## src/rtl/vga_sync_if.sv

```systemverilog
//------------------------------------------------------------------------------
// vga_sync_if : pixel-enable input and timing outputs of the VGA sync generator
// Revision    : 1.0  initial release
//------------------------------------------------------------------------------
`default_nettype none

interface vga_sync_if;
  logic       pix_en;
  logic       hsync;
  logic       vsync;
  logic       video_on;
  logic [9:0] pixel_x;
  logic [9:0] pixel_y;
  logic       frame_tick;
`ifdef VGA_SYNC_FRAME_CNT_EN
  logic [7:0] frame_cnt;

  modport master (
    input  pix_en,
    output hsync, vsync, video_on, pixel_x, pixel_y, frame_tick, frame_cnt
  );
  modport slave (
    output pix_en,
    input  hsync, vsync, video_on, pixel_x, pixel_y, frame_tick, frame_cnt
  );
`else
  modport master (
    input  pix_en,
    output hsync, vsync, video_on, pixel_x, pixel_y, frame_tick
  );
  modport slave (
    output pix_en,
    input  hsync, vsync, video_on, pixel_x, pixel_y, frame_tick
  );
`endif
endinterface

`default_nettype wire

```

## src/rtl/vga_sync.sv

```systemverilog
//------------------------------------------------------------------------------
// vga_sync : VGA raster counters with registered, zero-latency sync outputs.
//            Optional 8-bit frame counter enabled by macro VGA_SYNC_FRAME_CNT_EN.
// Revision : 1.0  initial release
//------------------------------------------------------------------------------
`default_nettype none

module vga_sync #(
  parameter int H_VIS = 640,
  parameter int H_FP  = 16,
  parameter int H_SW  = 96,
  parameter int H_BP  = 48,
  parameter int V_VIS = 480,
  parameter int V_FP  = 10,
  parameter int V_SW  = 2,
  parameter int V_BP  = 33
) (
  input  logic       clk,
  input  logic       rst,
  vga_sync_if.master vif
);

  localparam int H_TOT = H_VIS + H_FP + H_SW + H_BP;
  localparam int V_TOT = V_VIS + V_FP + V_SW + V_BP;

  localparam logic [9:0] H_LAST     = 10'(H_TOT - 1);
  localparam logic [9:0] V_LAST     = 10'(V_TOT - 1);
  localparam logic [9:0] H_VIS_END  = 10'(H_VIS);
  localparam logic [9:0] V_VIS_END  = 10'(V_VIS);
  localparam logic [9:0] H_SYNC_BEG = 10'(H_VIS + H_FP);
  localparam logic [9:0] H_SYNC_END = 10'(H_VIS + H_FP + H_SW);
  localparam logic [9:0] V_SYNC_BEG = 10'(V_VIS + V_FP);
  localparam logic [9:0] V_SYNC_END = 10'(V_VIS + V_FP + V_SW);

  logic [9:0] pixel_x_q, pixel_x_d;
  logic [9:0] pixel_y_q, pixel_y_d;
  logic       hsync_q, hsync_d;
  logic       vsync_q, vsync_d;
  logic       video_on_q, video_on_d;
  logic       frame_tick_q, frame_tick_d;
  logic       frame_wrap;

  assign frame_wrap = vif.pix_en && (pixel_x_q == H_LAST) && (pixel_y_q == V_LAST);

  always_comb begin
    pixel_x_d = pixel_x_q;
    pixel_y_d = pixel_y_q;
    if (vif.pix_en) begin
      if (pixel_x_q == H_LAST) begin
        pixel_x_d = '0;
        pixel_y_d = (pixel_y_q == V_LAST) ? '0 : pixel_y_q + 10'd1;
      end else begin
        pixel_x_d = pixel_x_q + 10'd1;
      end
    end
    // Decoded from the next count so the flags line up with the counters.
    hsync_d      = !((pixel_x_d >= H_SYNC_BEG) && (pixel_x_d < H_SYNC_END));
    vsync_d      = !((pixel_y_d >= V_SYNC_BEG) && (pixel_y_d < V_SYNC_END));
    video_on_d   = (pixel_x_d < H_VIS_END) && (pixel_y_d < V_VIS_END);
    frame_tick_d = frame_wrap;
  end

  always_ff @(posedge clk or negedge rst) begin
    if (!rst) begin
      pixel_x_q    <= '0;
      pixel_y_q    <= '0;
      hsync_q      <= 1'b1;
      vsync_q      <= 1'b1;
      video_on_q   <= 1'b1;
      frame_tick_q <= 1'b0;
    end else begin
      pixel_x_q    <= pixel_x_d;
      pixel_y_q    <= pixel_y_d;
      hsync_q      <= hsync_d;
      vsync_q      <= vsync_d;
      video_on_q   <= video_on_d;
      frame_tick_q <= frame_tick_d;
    end
  end

  assign vif.pixel_x    = pixel_x_q;
  assign vif.pixel_y    = pixel_y_q;
  assign vif.hsync      = hsync_q;
  assign vif.vsync      = vsync_q;
  assign vif.video_on   = video_on_q;
  assign vif.frame_tick = frame_tick_q;

`ifdef VGA_SYNC_FRAME_CNT_EN
  logic [7:0] frame_cnt_q, frame_cnt_d;

  // Advances on the same edge that raises frame_tick.
  always_comb begin
    frame_cnt_d = frame_cnt_q;
    if (frame_wrap) begin
      frame_cnt_d = frame_cnt_q + 8'd1;
    end
  end

  always_ff @(posedge clk or negedge rst) begin
    if (!rst) begin
      frame_cnt_q <= '0;
    end else begin
      frame_cnt_q <= frame_cnt_d;
    end
  end

  assign vif.frame_cnt = frame_cnt_q;
`endif

endmodule

`default_nettype wire

```

## src/flat_wrapper.sv

```systemverilog
// flat-port wrapper written by rule: the top's interface ports become plain ports
module vga_sync_flat 
#(
  parameter int H_VIS = 640,
  parameter int H_FP  = 16,
  parameter int H_SW  = 96,
  parameter int H_BP  = 48,
  parameter int V_VIS = 480,
  parameter int V_FP  = 10,
  parameter int V_SW  = 2,
  parameter int V_BP  = 33
)
  (clk, rst, vif_pix_en, vif_hsync, vif_vsync, vif_video_on, vif_pixel_x, vif_pixel_y, vif_frame_tick);
  vga_sync_if vif_i ();
  input  logic clk;
  input  logic rst;
  input wire logic [$bits(vif_i.pix_en)-1:0] vif_pix_en;
  output wire logic [$bits(vif_i.hsync)-1:0] vif_hsync;
  output wire logic [$bits(vif_i.vsync)-1:0] vif_vsync;
  output wire logic [$bits(vif_i.video_on)-1:0] vif_video_on;
  output wire logic [$bits(vif_i.pixel_x)-1:0] vif_pixel_x;
  output wire logic [$bits(vif_i.pixel_y)-1:0] vif_pixel_y;
  output wire logic [$bits(vif_i.frame_tick)-1:0] vif_frame_tick;
  assign vif_i.pix_en = vif_pix_en;
  assign vif_hsync = vif_i.hsync;
  assign vif_vsync = vif_i.vsync;
  assign vif_video_on = vif_i.video_on;
  assign vif_pixel_x = vif_i.pixel_x;
  assign vif_pixel_y = vif_i.pixel_y;
  assign vif_frame_tick = vif_i.frame_tick;
  vga_sync #(.H_VIS(H_VIS), .H_FP(H_FP), .H_SW(H_SW), .H_BP(H_BP), .V_VIS(V_VIS), .V_FP(V_FP), .V_SW(V_SW), .V_BP(V_BP)) u_core (.clk(clk), .rst(rst), .vif(vif_i));
endmodule
```

## config.mk

```make
export PLATFORM = sky130hd
export DESIGN_NAME = vga_sync_flat
export DESIGN_NICKNAME = d
export VERILOG_FILES = /design/src/rtl/vga_sync_if.sv /design/src/rtl/vga_sync.sv /design/src/flat_wrapper.sv
export SDC_FILE = /design/constraint.sdc
export NUM_CORES = 1
export LEC_CHECK = 0
export ABC_AREA = 1
export BUFFER_PORTS_ARGS = -buffer_cell sky130_fd_sc_hd__buf_4
export CAP_MARGIN = 20
export CORE_AREA = 5 5 60 62
export DETAILED_ROUTE_END_ITERATION = 8
export DIE_AREA = 0 0 65 67
export GPL_TIMING_DRIVEN = 0
export PLACE_DENSITY = 0.7
export SLEW_MARGIN = 5
export SYNTH_ARGS = -nofsm -noshare
export SYNTH_HDL_FRONTEND = slang
export SYNTH_SLANG_ARGS = --single-unit
```

## constraint.sdc

```tcl
create_clock -name clk -period 2.4 [get_ports clk]
set_clock_uncertainty 0.15 [all_clocks]
set_input_delay 0.24 -clock clk [delete_from_list [all_inputs] [get_ports clk]]
set_output_delay 0.24 -clock clk [all_outputs]
set_load 0.01 [all_outputs]
```

==> summary.txt <==
Outcome
  • Status: finished clean

Logic synthesis
  • Unique masters post-synth: 28
  • Area contributors post-synth: dfrtp_1, nand2_1, inv_1, nand3_1, dfstp_2
  • Area share of the leading cell type in the synthesized netlist: 37.4%
  • Cells after Synth: 186
  • Syn_area_per_cell: 7.56 um^2
  • Synth Cell Area: 1410 um^2
  • Synth warn: 0
  • Post-synthesis register bit count: 24
  • Sequential fraction of the synthesis area: 43.0%
  • Syn Nets: 192
  • Leading area contributor after synthesis: dfrtp_1

Timing
  • Minimum clock period: 2.06 ns
  • Fin. max-slew vios: 0
  • Fin crit share: 85.7%
  • Final setup margin: 0.343 ns
  • Max Fclk: 0.486 GHz
  • Normalized max-slew margin: 71.9%
  • RSZ-0062 raised after global routing: no
  • Final count of negative-setup-slack endpoints: 0
  • Fin. Hold Viols: 0
  • Worst-Margin Slew: 0.421 ns
  • Post-route setup TNS: 0 ns

Clock network
  • CTS Sinks: 24
  • Clk_lat worst skew: 0.31 ns
  • CTS resizes: 0
  • CTS HTree Levels: 1
  • CTS Buf Count: 3
  • CTS Root Cell: clkbuf_4
  • Hold buffers post-CTS: 1
  • Longest Clk Path Bufs: 2
  • Worst-path clk slew: 0.13 ns
  • Post-CTS setup buffer count: 0
  • CTS tree: yes

Setup path
  • CP bufs+invs: 1
  • CP peak stage delay: 0.44 ns
  • Crit-path leading delay family: simple AND/OR/NAND/NOR gates
  • WP depth: 11
  • Slowest stage cell, crit path: dfrtp_1
  • Worst setup path start: u_core.vif.pixel_x[0]
  • CP Cell Sequence: ha_1 > nand2_2 > nor2_4 > nand3_4 > nor2_8 > buf_8 > nand3_2 > nand2_1 > nand2_1 > nor2_1 > nand3_2
  • Worst setup EP type: flop
  • Worst reg2reg path depth: 11
  • Reg2reg start: u_core.vif.pixel_x[0]
  • Crit path kind: reg2reg
  • CP Max Fanout: 10
  • Startpoint types: flop
  • Worst path required time: 2.49 ns
  • Crit path arrival time: 2.15 ns

Global routing
  • GR Overflow Total: 0
  • First-pass GRT wire length: 5260 um
  • Initial antenna violation count: 0
  • Total GRT Usage: 15.6%
  • Largest net degree at the start of global routing: 25
  • Vias in the first global route: 1217

Placed design
  • DPL Wire Length: 2380 um
  • Routability Congestion: 0.839
  • IO buf count: 26
  • Worst slack, placed: 0.365 ns
  • Dpl cell area: 1640 um^2

Cells and area
  • Final core occ: 56.4%
  • Layout Nets: 224
  • Final instance area: 1680 um^2
  • Area grow syn2layout: 19.4%
  • Layout cells sized above 1: 22.1%
  • # fillers: 284
  • Antenna fix cells: 0

Flow run
  • Max-cap violation count: 0

Power and ir drop
  • Worst vdd ir: 0.260 mV
  • Power Density: 710 nW/um^2
  • Leak: 0.866 nW

Detailed routing
  • Final WL: 3030 um
  • Drt drc: 0
  • DR vias/cell: 5.18
  • Detail Route Antenna Nets: 0
  • DR pass1 iterations: 4
  • Iter 0 DRT Violations: 45
  • WL/cell: 12.1 um
  • Via count: 1294

Floorplan
  • Die Y: 67 um
  • Initial Util: 47.2%
  • I/O Pins: 27
  • Core area: 2980 um^2
  • Row cnt: 20
  • Die ar.: 4360 um^2
  • Width of the chip: 65 um

Min path
  • Hold Crit Class: in2reg
  • WHS Path Cells: 5
  • Hold wc startpoint: vif_pix_en
[metal layers]
metal	share of wire (%)	vias up	GRT usage, %
li1	-	648	-
met1	44	611	18.5
met2	49	29	27.5
met3	4.8	6	3.20
met4	2.1	0	6.07
met5	0	-	0
[final timing paths]
kind	endpoint	slack, ns
setup / recovery	u_core.vif.vsync	0.34
hold / removal	u_core.vif.pixel_y[3]	0.14
setup reg to reg	u_core.vif.vsync	0.34
hold reg to reg	u_core.vif.pixel_x[0]	0.39
max in group asynchronous	u_core.vif.vsync	1.61
min in group asynchronous	u_core.vif.pixel_x[2]	0.19
[metrics by stage]
stage          hold slack, ns  instances  power, mW
2_1_floorplan          -0.206        186      0.835
3_3_place_gp          0.00176        245       1.01
3_5_place_dp          0.00377        245       1.02
4_1_cts                 0.137        250       1.20
5_1_grt                 0.155        250       1.30
6_report                0.138        250       1.19
[Yosys cell counts (all sizes together)]
master / count
dfrtp: 21
dfstp: 3
buf: 2
xor2: 1
nand2: 55
or2: 1
and3: 1
inv: 33
ha: 3
nor3: 4
nor2: 20
o21ai: 8
and2: 1
a21oi: 4
nand3: 21
nand3b: 1
a21o: 1
nand4: 5
o21bai: 1
[registers in the layout (all words and copies together), names as in the netlist]
name,flops
u_core.vif.video_on,1
u_core.vif.hsync,1
u_core.vif.pixel_y,10
u_core.vif.pixel_x,10
u_core.vif.frame_tick,1
u_core.vif.vsync,1
[cell families (layout without fill, tap and decap cells)]
group / after synthesis / count (layout) / share of synthesized area (%)
simple gates: 109 / 109 / 38.3
fa+ha+maj: 3 / 3 / 2.67
buf+inv: 35 / 66 / 10.1
xor+xnor: 1 / 1 / 0.623
flops: 24 / 24 / 43.0
compound gates: 14 / 14 / 5.34
[cells in the final DEF (no fill, tap or decap), types with 2 or more instances in the layout]
master / netlist / layout
nand2_1: 52 / 52
inv_1: 31 / 31
buf_4: 0 / 26
dfrtp_1: 21 / 21
nand3_1: 16 / 16
nor2_1: 16 / 16
nand4_1: 5 / 5
o21ai_0: 4 / 4
nor3_1: 4 / 4
nand3_2: 4 / 4
o21ai_1: 4 / 4
a21oi_1: 4 / 4
nand2_2: 3 / 3
ha_1: 3 / 3
clkbuf_4: 0 / 3
dfstp_2: 3 / 3
nor2_4: 2 / 2
inv_2: 2 / 2
[power by group]
part           total, mW  internal [mW]  switching [mW]
clock network      0.179         0.0649           0.114
registers          0.575          0.481          0.0947
logic              0.437          0.189           0.249
[tightest hold or removal path: stages]
cell and delay [ns]:
buf_4 0.10, nand3_1 0.07, nand2_1 0.05, nand2_1 0.05, inv_2 0.06
[final cells by class]
cell class,count,area [um^2],area share [%]
well taps,33,41.3,2.46
clock buffers,4,26.3,1.56
repair buffers,27,205,12.2
multi-input cells,127,659,39.3
plain buffers,2,18.8,1.12
flip-flops and latches,24,604,36.0
inverters,33,124,7.38
Power figures use the tool's default switching activity.
